--- src/rtl/apb5_parity_regbank_pkg.sv ---
// Shared types and helpers for the APB5 parity register bank.
package apb5_regbank_pkg;

  typedef enum logic {
    IDLE   = 1'b0,
    ACCESS = 1'b1
  } state_t;

  localparam int BYTE_W = 8;

  function automatic int bytes_of(input int width);
    return width / BYTE_W;
  endfunction

  // Odd parity: the byte plus the returned bit hold an odd number of ones.
  function automatic logic odd_par(input logic [7:0] b);
    return ~^b;
  endfunction

endpackage

--- src/rtl/apb5_parity_regbank_if.sv ---
// APB5 bus bundle with parity check signals; master drives requests, slave responds.
interface apb5_parity_regbank_if #(
  parameter int ADDR_WIDTH = 32,
  parameter int DATA_WIDTH = 32
);
  logic                    PSEL;
  logic                    PENABLE;
  logic                    PWRITE;
  logic [ADDR_WIDTH-1:0]   PADDR;
  logic [DATA_WIDTH-1:0]   PWDATA;
  logic [DATA_WIDTH/8-1:0] PSTRB;
  logic [ADDR_WIDTH/8-1:0] PADDRCHK;
  logic [DATA_WIDTH/8-1:0] PWDATACHK;
  logic                    PSTRBCHK;
  logic                    PREADY;
  logic                    PSLVERR;
  logic [DATA_WIDTH-1:0]   PRDATA;
  logic [DATA_WIDTH/8-1:0] PRDATACHK;

  modport master (
    output PSEL, PENABLE, PWRITE, PADDR, PWDATA, PSTRB,
    output PADDRCHK, PWDATACHK, PSTRBCHK,
    input  PREADY, PSLVERR, PRDATA, PRDATACHK
  );

  modport slave (
    input  PSEL, PENABLE, PWRITE, PADDR, PWDATA, PSTRB,
    input  PADDRCHK, PWDATACHK, PSTRBCHK,
    output PREADY, PSLVERR, PRDATA, PRDATACHK
  );
endinterface

--- src/rtl/apb5_parity_regbank_parity.sv ---
// apb5_byte_parity: one odd-parity bit per byte of an N-byte vector.
// Compiled only when APB5_PARITY_CHECK_EN is defined.
`ifdef APB5_PARITY_CHECK_EN
module apb5_byte_parity
  import apb5_regbank_pkg::*;
#(
  parameter int NBYTES = 4
) (
  input  logic [NBYTES*8-1:0] data_i,
  output logic [NBYTES-1:0]   par_o
);
  always_comb begin
    par_o = '0;
    for (int b = 0; b < NBYTES; b++) begin
      par_o[b] = odd_par(data_i[b*8 +: 8]);
    end
  end
endmodule
`endif

--- src/rtl/apb5_parity_regbank.sv ---
// APB5 completer: NUM_REGS byte-strobed registers, programmable wait states, error counter.
// Parity checking/generation is present only when APB5_PARITY_CHECK_EN is defined.
module apb5_parity_regbank
  import apb5_regbank_pkg::*;
#(
  parameter int                    ADDR_WIDTH  = 32,
  parameter int                    DATA_WIDTH  = 32,
  parameter int                    NUM_REGS    = 16,
  parameter int                    WAIT_STATES = 0,
  parameter logic [ADDR_WIDTH-1:0] BASE_ADDR   = '0
) (
  input  logic                           PCLK,
  input  logic                           PRESET,
  apb5_parity_regbank_if.slave           apb,
  output logic [NUM_REGS*DATA_WIDTH-1:0] regs_o,
  output logic [7:0]                     err_cnt_o,
  output logic                           par_err_o
);

  localparam int BYTES  = bytes_of(DATA_WIDTH);
  localparam int ABYTES = bytes_of(ADDR_WIDTH);
  localparam int LSB    = $clog2(BYTES);
  localparam int IDX_W  = (NUM_REGS > 1) ? $clog2(NUM_REGS) : 1;
  localparam logic [ADDR_WIDTH-1:0] ALIGN_MASK = ADDR_WIDTH'(BYTES - 1);
  localparam logic [ADDR_WIDTH-1:0] NREGS_A    = ADDR_WIDTH'(NUM_REGS);
  localparam logic [3:0]            WS         = 4'(WAIT_STATES);

  state_t                state_q, state_d;
  logic [3:0]            cnt_q, cnt_d;
  logic                  pready_q, pslverr_q, par_err_q;
  logic [DATA_WIDTH-1:0] prdata_q;
  logic [BYTES-1:0]      prdatachk_q;
  logic [7:0]            err_cnt_q;
  logic [DATA_WIDTH-1:0] regs_q [NUM_REGS];

  // Request captured on the setup cycle; only meaningful while in ACCESS.
  logic                  wr_q, err_q, perr_q;
  logic [IDX_W-1:0]      idx_q;
  logic [DATA_WIDTH-1:0] wdata_q;
  logic [BYTES-1:0]      strb_q;

  logic                  setup, capture, ld_resp, ld_rdata, commit;
  logic [ADDR_WIDTH-1:0] off, idx_full;
  logic [IDX_W-1:0]      idx_now, resp_idx;
  logic                  dec_err, par_err_now, err_now;
  logic                  resp_err, resp_perr, resp_wr;
  logic [DATA_WIDTH-1:0] rdata_nxt;
  logic [BYTES-1:0]      prdchk_nxt;

  assign setup = apb.PSEL && !apb.PENABLE;

  always_comb begin
    off      = apb.PADDR - BASE_ADDR;
    idx_full = off >> LSB;
    idx_now  = idx_full[IDX_W-1:0];
    dec_err  = (apb.PADDR < BASE_ADDR) || ((off & ALIGN_MASK) != '0) || (idx_full >= NREGS_A);
  end

`ifdef APB5_PARITY_CHECK_EN
  logic [ABYTES-1:0] paddr_par;
  logic [BYTES-1:0]  pwdata_par;
  logic [BYTES-1:0]  prdata_par;

  apb5_byte_parity #(.NBYTES(ABYTES)) u_paddr_par  (.data_i(apb.PADDR),  .par_o(paddr_par));
  apb5_byte_parity #(.NBYTES(BYTES))  u_pwdata_par (.data_i(apb.PWDATA), .par_o(pwdata_par));
  apb5_byte_parity #(.NBYTES(BYTES))  u_prdata_par (.data_i(rdata_nxt),  .par_o(prdata_par));

  assign par_err_now = (paddr_par != apb.PADDRCHK)
                    || ((~^apb.PSTRB) != apb.PSTRBCHK)
                    || (apb.PWRITE && (pwdata_par != apb.PWDATACHK));
  assign prdchk_nxt  = prdata_par;
`else
  logic unused_chk;
  assign unused_chk  = ^{apb.PADDRCHK, apb.PWDATACHK, apb.PSTRBCHK};
  assign par_err_now = 1'b0;
  assign prdchk_nxt  = '0;
`endif

  assign err_now = dec_err || par_err_now;

  // With zero wait states the response is built straight from the live setup cycle.
  always_comb begin
    resp_err  = (state_q == IDLE) ? err_now     : err_q;
    resp_perr = (state_q == IDLE) ? par_err_now : perr_q;
    resp_wr   = (state_q == IDLE) ? apb.PWRITE  : wr_q;
    resp_idx  = (state_q == IDLE) ? idx_now     : idx_q;
    rdata_nxt = resp_err ? '0 : regs_q[resp_idx];
  end

  always_ff @(posedge PCLK or posedge PRESET) begin
    if (PRESET) state_q <= IDLE;
    else        state_q <= state_d;
  end

  always_comb begin
    state_d = state_q;
    case (state_q)
      IDLE:    if (setup) state_d = ACCESS;
      ACCESS:  if (!apb.PSEL || pready_q) state_d = IDLE;
      default: state_d = IDLE;
    endcase
  end

  always_comb begin
    cnt_d   = cnt_q;
    capture = 1'b0;
    ld_resp = 1'b0;
    commit  = 1'b0;
    case (state_q)
      IDLE: begin
        if (setup) begin
          capture = 1'b1;
          cnt_d   = WS;
          ld_resp = (WS == 4'd0);
        end
      end
      ACCESS: begin
        if (apb.PSEL) begin
          if (pready_q) begin
            commit = 1'b1;
          end else begin
            cnt_d   = cnt_q - 4'd1;
            ld_resp = (cnt_q == 4'd1);
          end
        end
      end
      default: ;
    endcase
    ld_rdata = ld_resp && (resp_err || !resp_wr);
  end

  always_ff @(posedge PCLK or posedge PRESET) begin
    if (PRESET) begin
      cnt_q       <= '0;
      pready_q    <= 1'b0;
      pslverr_q   <= 1'b0;
      par_err_q   <= 1'b0;
      prdata_q    <= '0;
      prdatachk_q <= '0;
      err_cnt_q   <= '0;
      for (int i = 0; i < NUM_REGS; i++) regs_q[i] <= '0;
    end else begin
      cnt_q     <= cnt_d;
      pready_q  <= ld_resp;
      pslverr_q <= ld_resp && resp_err;
      par_err_q <= ld_resp && resp_perr;
      if (ld_rdata) begin
        prdata_q    <= rdata_nxt;
        prdatachk_q <= prdchk_nxt;
      end
      if (commit && err_q && (err_cnt_q != 8'hFF)) err_cnt_q <= err_cnt_q + 8'd1;
      if (commit && wr_q && !err_q) begin
        for (int b = 0; b < BYTES; b++) begin
          if (strb_q[b]) regs_q[idx_q][b*8 +: 8] <= wdata_q[b*8 +: 8];
        end
      end
    end
  end

  always_ff @(posedge PCLK) begin
    if (capture) begin
      wr_q    <= apb.PWRITE;
      err_q   <= err_now;
      perr_q  <= par_err_now;
      idx_q   <= idx_now;
      wdata_q <= apb.PWDATA;
      strb_q  <= apb.PSTRB;
    end
  end

  always_comb begin
    regs_o = '0;
    for (int i = 0; i < NUM_REGS; i++) regs_o[i*DATA_WIDTH +: DATA_WIDTH] = regs_q[i];
  end

  assign apb.PREADY    = pready_q;
  assign apb.PSLVERR   = pslverr_q;
  assign apb.PRDATA    = prdata_q;
  assign apb.PRDATACHK = prdatachk_q;
  assign err_cnt_o     = err_cnt_q;
  assign par_err_o     = par_err_q;

endmodule

--- src/flat_wrapper.sv ---
// flat-port wrapper written by rule: the top's interface ports become plain ports
module apb5_parity_regbank_flat import apb5_regbank_pkg::*;
#(
  parameter int                    ADDR_WIDTH  = 32,
  parameter int                    DATA_WIDTH  = 32,
  parameter int                    NUM_REGS    = 16,
  parameter int                    WAIT_STATES = 0,
  parameter logic [ADDR_WIDTH-1:0] BASE_ADDR   = '0
)
  (PCLK, PRESET, regs_o, err_cnt_o, par_err_o, apb_PSEL, apb_PENABLE, apb_PWRITE, apb_PADDR, apb_PWDATA, apb_PSTRB, apb_PADDRCHK, apb_PWDATACHK, apb_PSTRBCHK, apb_PREADY, apb_PSLVERR, apb_PRDATA, apb_PRDATACHK);
  apb5_parity_regbank_if #(.ADDR_WIDTH(ADDR_WIDTH), .DATA_WIDTH(DATA_WIDTH)) apb_i ();
  input  logic PCLK;
  input  logic PRESET;
  output logic [NUM_REGS*DATA_WIDTH-1:0] regs_o;
  output logic [7:0] err_cnt_o;
  output logic par_err_o;
  input wire logic [$bits(apb_i.PSEL)-1:0] apb_PSEL;
  input wire logic [$bits(apb_i.PENABLE)-1:0] apb_PENABLE;
  input wire logic [$bits(apb_i.PWRITE)-1:0] apb_PWRITE;
  input wire logic [$bits(apb_i.PADDR)-1:0] apb_PADDR;
  input wire logic [$bits(apb_i.PWDATA)-1:0] apb_PWDATA;
  input wire logic [$bits(apb_i.PSTRB)-1:0] apb_PSTRB;
  input wire logic [$bits(apb_i.PADDRCHK)-1:0] apb_PADDRCHK;
  input wire logic [$bits(apb_i.PWDATACHK)-1:0] apb_PWDATACHK;
  input wire logic [$bits(apb_i.PSTRBCHK)-1:0] apb_PSTRBCHK;
  output wire logic [$bits(apb_i.PREADY)-1:0] apb_PREADY;
  output wire logic [$bits(apb_i.PSLVERR)-1:0] apb_PSLVERR;
  output wire logic [$bits(apb_i.PRDATA)-1:0] apb_PRDATA;
  output wire logic [$bits(apb_i.PRDATACHK)-1:0] apb_PRDATACHK;
  assign apb_i.PSEL = apb_PSEL;
  assign apb_i.PENABLE = apb_PENABLE;
  assign apb_i.PWRITE = apb_PWRITE;
  assign apb_i.PADDR = apb_PADDR;
  assign apb_i.PWDATA = apb_PWDATA;
  assign apb_i.PSTRB = apb_PSTRB;
  assign apb_i.PADDRCHK = apb_PADDRCHK;
  assign apb_i.PWDATACHK = apb_PWDATACHK;
  assign apb_i.PSTRBCHK = apb_PSTRBCHK;
  assign apb_PREADY = apb_i.PREADY;
  assign apb_PSLVERR = apb_i.PSLVERR;
  assign apb_PRDATA = apb_i.PRDATA;
  assign apb_PRDATACHK = apb_i.PRDATACHK;
  apb5_parity_regbank #(.ADDR_WIDTH(ADDR_WIDTH), .DATA_WIDTH(DATA_WIDTH), .NUM_REGS(NUM_REGS), .WAIT_STATES(WAIT_STATES), .BASE_ADDR(BASE_ADDR)) u_core (.PCLK(PCLK), .PRESET(PRESET), .apb(apb_i), .regs_o(regs_o), .err_cnt_o(err_cnt_o), .par_err_o(par_err_o));
endmodule
--- config.mk ---
export PLATFORM = sky130hd
export DESIGN_NAME = apb5_parity_regbank_flat
export DESIGN_NICKNAME = d
export VERILOG_FILES = /design/src/rtl/apb5_parity_regbank_pkg.sv /design/src/rtl/apb5_parity_regbank_if.sv /design/src/rtl/apb5_parity_regbank_parity.sv /design/src/rtl/apb5_parity_regbank.sv /design/src/flat_wrapper.sv
export SDC_FILE = /design/constraint.sdc
export NUM_CORES = 1
export LEC_CHECK = 0
export BUFFER_PORTS_ARGS = -buffer_cell sky130_fd_sc_hd__buf_4
export CORE_ASPECT_RATIO = 0.8
export CORE_MARGIN = 10
export CORE_UTILIZATION = 49
export DETAILED_ROUTE_END_ITERATION = 16
export PLACE_DENSITY = 0.86
export SETUP_SLACK_MARGIN = 0.3
export SYNTH_ARGS = -nofsm -noshare
export SYNTH_HDL_FRONTEND = slang
export SYNTH_SLANG_ARGS = --single-unit
--- constraint.sdc ---
create_clock -name PCLK -period 19.25 [get_ports PCLK]
set_input_delay 2.8875 -clock PCLK [delete_from_list [all_inputs] [get_ports PCLK]]
set_output_delay 2.8875 -clock PCLK [all_outputs]
set_load 0.01 [all_outputs]
Word-level counts from Yosys, hierarchy flattened:

Index checks and enable logic that the tools add are counted.

* add/subtract/negate cells: 2
* $lt $le $gt $ge: 5
* eq/ne operators: 5
* mux-type cells: 40
* bitwise operators: 3
* reduce and logical (&&, ||, !) cells: 18

Operator list (number)
* two-way mux 512 bit: 7
* bitwise mux 512 bit: 4
* demux 32 bit (select 4 bit): 4
* binary-select mux 32 bit (select 4 bit): 1
* two-way mux 32 bit: 4
* less-than comparator 32 x 1 -> 1 bit (second input constant): 1
* nonzero test 32 bit: 1
* greater-or-equal comparator 30 x 5 -> 1 bit (second input constant): 1
* two-way mux 24 bit: 1
* two-way mux 16 bit: 1
* two-way mux 4 bit: 4
* greater-or-equal comparator 5 bit (second input constant): 2
* two-way mux 1 bit: 10
* inverter 4 -> 5 bit: 2
* adder 8 x 1 -> 8 bit (second input constant): 1
* logical AND 1 bit: 8
* two-way mux 8 bit: 1
* inequality test 8 bit (second input constant): 1
* case mux 4 bit (2 select lines): 1
* less-than comparator 5 x 1 -> 1 bit (second input constant): 1
* equality test 4 x 1 -> 1 bit (second input constant): 1
* logical NOT 1 bit: 4
* logical OR 1 bit: 4
* inequality test 2 bit (second input constant): 2
* 5 further kinds: 6

* bits in registers: 601
* input bits: 82
* output and inout bits: 559
* logic and storage cells: 100

Logic depth before layout (Yosys ltp):

* depth in word-level cells: 16
* mapped depth: 9
* mapped depth without buffers: 7

Worst setup path before layout:

No wires, ideal clock.

* path kind: input -> register
* start: in apb_PENABLE
* end: reg u_core.err_q, enable pin
* arrival time: 4.178 ns
* required time: 18.852 ns
* slack: 14.674 ns
* cell stages on the path: 2
* path buffers: 0
* cell sequence: or3b_1 -> inv_1

* longest elaborated chain between the ends: 4

Ends and longest elaborated chain
* start, declared: line flat_wrapper.sv:18 `input wire logic [$bits(apb_i.PENABLE)-1:0] apb_PENABLE;`
* logical NOT 1 bit: line apb5_parity_regbank.sv:50 `assign setup = apb.PSEL && !apb.PENABLE;`
* logical AND 1 bit: line apb5_parity_regbank.sv:50
* two-way mux 1 bit: line apb5_parity_regbank.sv:111 `if (setup) begin`
* two-way mux 1 bit: line apb5_parity_regbank.sv:109 `case (state_q)`
* net u_core.capture: line apb5_parity_regbank.sv:42 `logic setup, capture, ld_resp, ld_rdata, commit;`
* end signal, assigned: line apb5_parity_regbank.sv:163 `err_q <= err_now;`
* end, declared: line apb5_parity_regbank.sv:37 `logic wr_q, err_q, perr_q;`

The timed path passes the listed nets, and every way through them passes these cells.
A chain may end at the register's enable or synchronous reset.

==> metrics.md <==
| Metric | Value |
|---|---|
| CP arrival | 6.41 ns |
| Largest net degree at the start of global routing | 123 |
| P_leak | about 18 nW |
| Unrepaired setup endpoints after global routing | false |
| Core region area | 54,300 um^2 |
| Ys Warns | 0 |
| Max Transition Viols Final | 0 |
| Nets | 2,620 |
| Critical-path maximum fanout | 122 |
| Die W | roughly 280 um |
| Post-cts sizing count | 0 |
| FFs w/ async S/R, synth | 0.930 |
| Max Clk Rate | 172 MHz |
| DP HPWL | 73,400 um |
| Synth top area share | 0.516 |
| Overflow after GRT | 0 |
| Number of fill cells in the layout | 3,971 |
| Detailed-route wire length | 104,000 um |
| Mapped Avg Cell Area | around 14 um^2 |
| CP most frequent cell | buf_4 |
| DR WL/cell | 31.4 um |
| Placer Congestion | 0.892 |
| Setup crit end kind | async pin |
| Status | completed |
| Critical Path Max Stage Delay | 0.93 ns |
| Total setup buffers inserted after CTS | 0 |
| Minimum setup slack among reg-to-reg paths | 14.81 ns |
| Share of cells above drive strength 1 | 0.503 |
| Area leader, netlist | dfrtp_1 |
| Cell area after synthesis | 27,100 um^2 |
| PortBufs | 626 |
| Vias per std cell | about 6.2 |
| P&R area growth vs syn | 27.4% |
| Clock root cell | clkbuf_16 |
| Worst path cell trace | buf_4 > inv_8 > buf_4 > buf_4 > buf_4 |
| R2R Path Start | u_core.state_q$_DFF_PP0_ |
| Setup TNS | 0 ns |
| GRT Util Overall | 0.309 |
| CTS Hold Bufs | 0 |
| Via count | 20,500 |
| Post-route cell area | 34,500 um^2 |
| Seq/Total Area, Yosys | 0.563 |
| Slew margin rel. | 0.131 |
| Main synth FF type | dfrtp_1 |
| Worst endpoint required time | 19.85 ns |
| Final Cycle Share | 0.302 |
| Layout Cells excl Fill | 3,327 |
| Worst Hold Path Cells | 1 |
| Number of synthesized flops with an enable pin | 42 |
| Die outline height | 230 um |
| First-pass GRT wire length | 149,000 um |
| Synth cell types | 48 |
| Total CTS buffers | 59 |
| 1st-iter DRT viols | 2,186 |
| Io pins | 641 |
| Vias in the first global route | about 21,000 |
| Slowest CP cell | buf_4 |
| Synth top cells by count | dfrtp_1 (559), mux2_2 (491), mux2i_1 (279), nand2_1 (77), clkbuf_1 (57) |
| Hold_sp | u_core.err_cnt_o[5]$_DFFE_PP0P_ |
| Worst Setup Start Kind | input pin |
| Worst-Margin Slew | 1.29 ns |
| Placed cell areas | between 30,000 and 40,000 um^2 |
| FF-to-FF path depth | 5 |
| Placed cell count | 3,215 |
| Synth top area cells | dfrtp_1 (52%), mux2_2 (20%), mux2i_1 (10%), edfxtp_1 (4.7%), o22ai_1 (1.2%) |
| Clock tree buffer depth | 3 |
| R2r endpoint | u_core.apb.PRDATA[2]$_DFFE_PP0P_ |
| H-tree depth | 2 |
| Worst clock skew | ~0.028 ns |
| Power per cell area | slightly below 80 nW/um^2 |
| Full die area | 65,100 um^2 |
| Initial Util | 0.499 |
| Worst-path clk slew | 0.06 ns |
| Cell count after synthesis | 1,934 |
| Maximum vdd drop | 0.0842 mV |
| Cell Rows | 76 |
| TritonCTS clock tree | done |
| Most common cell in the netlist | dfrtp_1 |
| DRC | 0 |
| Number of synthesized register bits | 601 |
| Fin crit period | a little under 6 ns |
| DRT antenna net count | 0 |
| Final hold vios | 0 |
| Hold endpoint | u_core.err_cnt_o[5]$_DFFE_PP0P_ |
| Clk sinks | 601 |
| Worst min path class | register to register |
| DRT Pass-1 Iters | 6 |
| Clock Latency Late Sink | 0.62 ns |
| Final setup vio count | 0 |
| Antenna violations before repair | 5 |
| Max cap viols | 0 |
| Crit path kind | input pin to async pin |
[metrics by stage]
| stage | setup WS [ns] | utilization | hold WS, ns | total power [mW] |
|---|---|---|---|---|
| CTS | 13.29 | 0.635 | 0.506 | 2.74 |
| global route | 12.88 | 0.635 | 0.523 | 2.81 |
| floorplan | 0.730 | - | 0.491 | 1.45 |
| global placement | 12.79 | 0.598 | 0.480 | 1.53 |
| detailed placement | 12.63 | 0.598 | 0.495 | 1.54 |
| finish | 13.44 | 0.635 | 0.507 | 2.73 |
[how the worst max path moves through the flow]
stage | startpoint | end | slack, ns | cells after the start
final | PRESET | u_core.regs_o[122]$_DFFE_PP0P_ | 13.44 | 5
after global placement | PRESET | u_core.regs_o[122]$_DFFE_PP0P_ | 12.79 | 5
after global routing | PRESET | u_core.regs_o[122]$_DFFE_PP0P_ | 12.88 | 5
after floorplan | PRESET | u_core.apb.PRDATA[0]$_DFFE_PP0P_ | 0.73 | 1
after CTS | PRESET | u_core.regs_o[363]$_DFFE_PP0P_ | 13.29 | 5
after detailed placement | PRESET | u_core.regs_o[122]$_DFFE_PP0P_ | 12.63 | 5
[cell families (layout without fill, tap and decap cells)]
logic type,Yosys count,after routing,synth area share
compound gates,178,178,0.0445
xor+xnor,9,9,0.00291
fa+ha+maj,3,3,0.00139
buf+inv,122,766,0.0212
flops,601,601,0.563
mux,809,809,0.329
other cells,1,9,0.000138
simple gates,211,211,0.0381
[report_power, final]
group	internal (mW)	total (mW)	switching [mW]	leakage (nW)
sequential	1.29	1.32	0.0303	8.19
combinational	0.0694	0.197	0.127	8.79
clock	0.705	1.21	0.508	0.970
[layout by cell type, fill, tap and decap left out, drive strengths merged, types with 12 or more instances in the layout]
master	count
mux4	12
o211ai	44
buf	648
inv	12
nor2	40
edfxtp	42
mux2i	281
clkinv	12
nand2	117
o21ai	40
mux2	516
o221ai	17
clkbuf	83
dfrtp	559
o22ai	54
[flip-flops by register name (all words and copies together) (netlist names), 4 cells and up]
signal,count
u_core.regs_o,512
u_core.wdata_q,32
u_core.err_cnt_o,8
u_core.strb_q,4
u_core.idx_q,4
u_core.apb.PRDATA,32
u_core.cnt_q,4
[metal layers]
metal / vias up / wire length, um / GRT usage
li1: 8377 / - / -
met1: 10700 / 40500 / 0.392
met2: 1153 / 49500 / 0.495
met3: 262 / 10100 / 0.0877
met4: 0 / 4220 / 0.122
met5: - / 0 / 0
[critical path, delay by kind of cell]
kind	cells	cell delay (ns)
buffers and inverters	5	3.37
[layout make-up]
class | instances | area, um^2 | area share
Inverter | 10 | 45.0 | 0.00131
Timing Repair Buffer | 648 | 4880 | 0.141
Multi-Input combinational cell | 1215 | 11400 | 0.330
Antenna cell | 4 | 10.0 | 0.000290
Tap cell | 741 | 927 | 0.0269
Sequential cell | 601 | 15200 | 0.442
Clock inverter | 25 | 318 | 0.00921
Clock buffer | 83 | 1690 | 0.0490
Note: power is estimated with default switching activity, not from simulation.
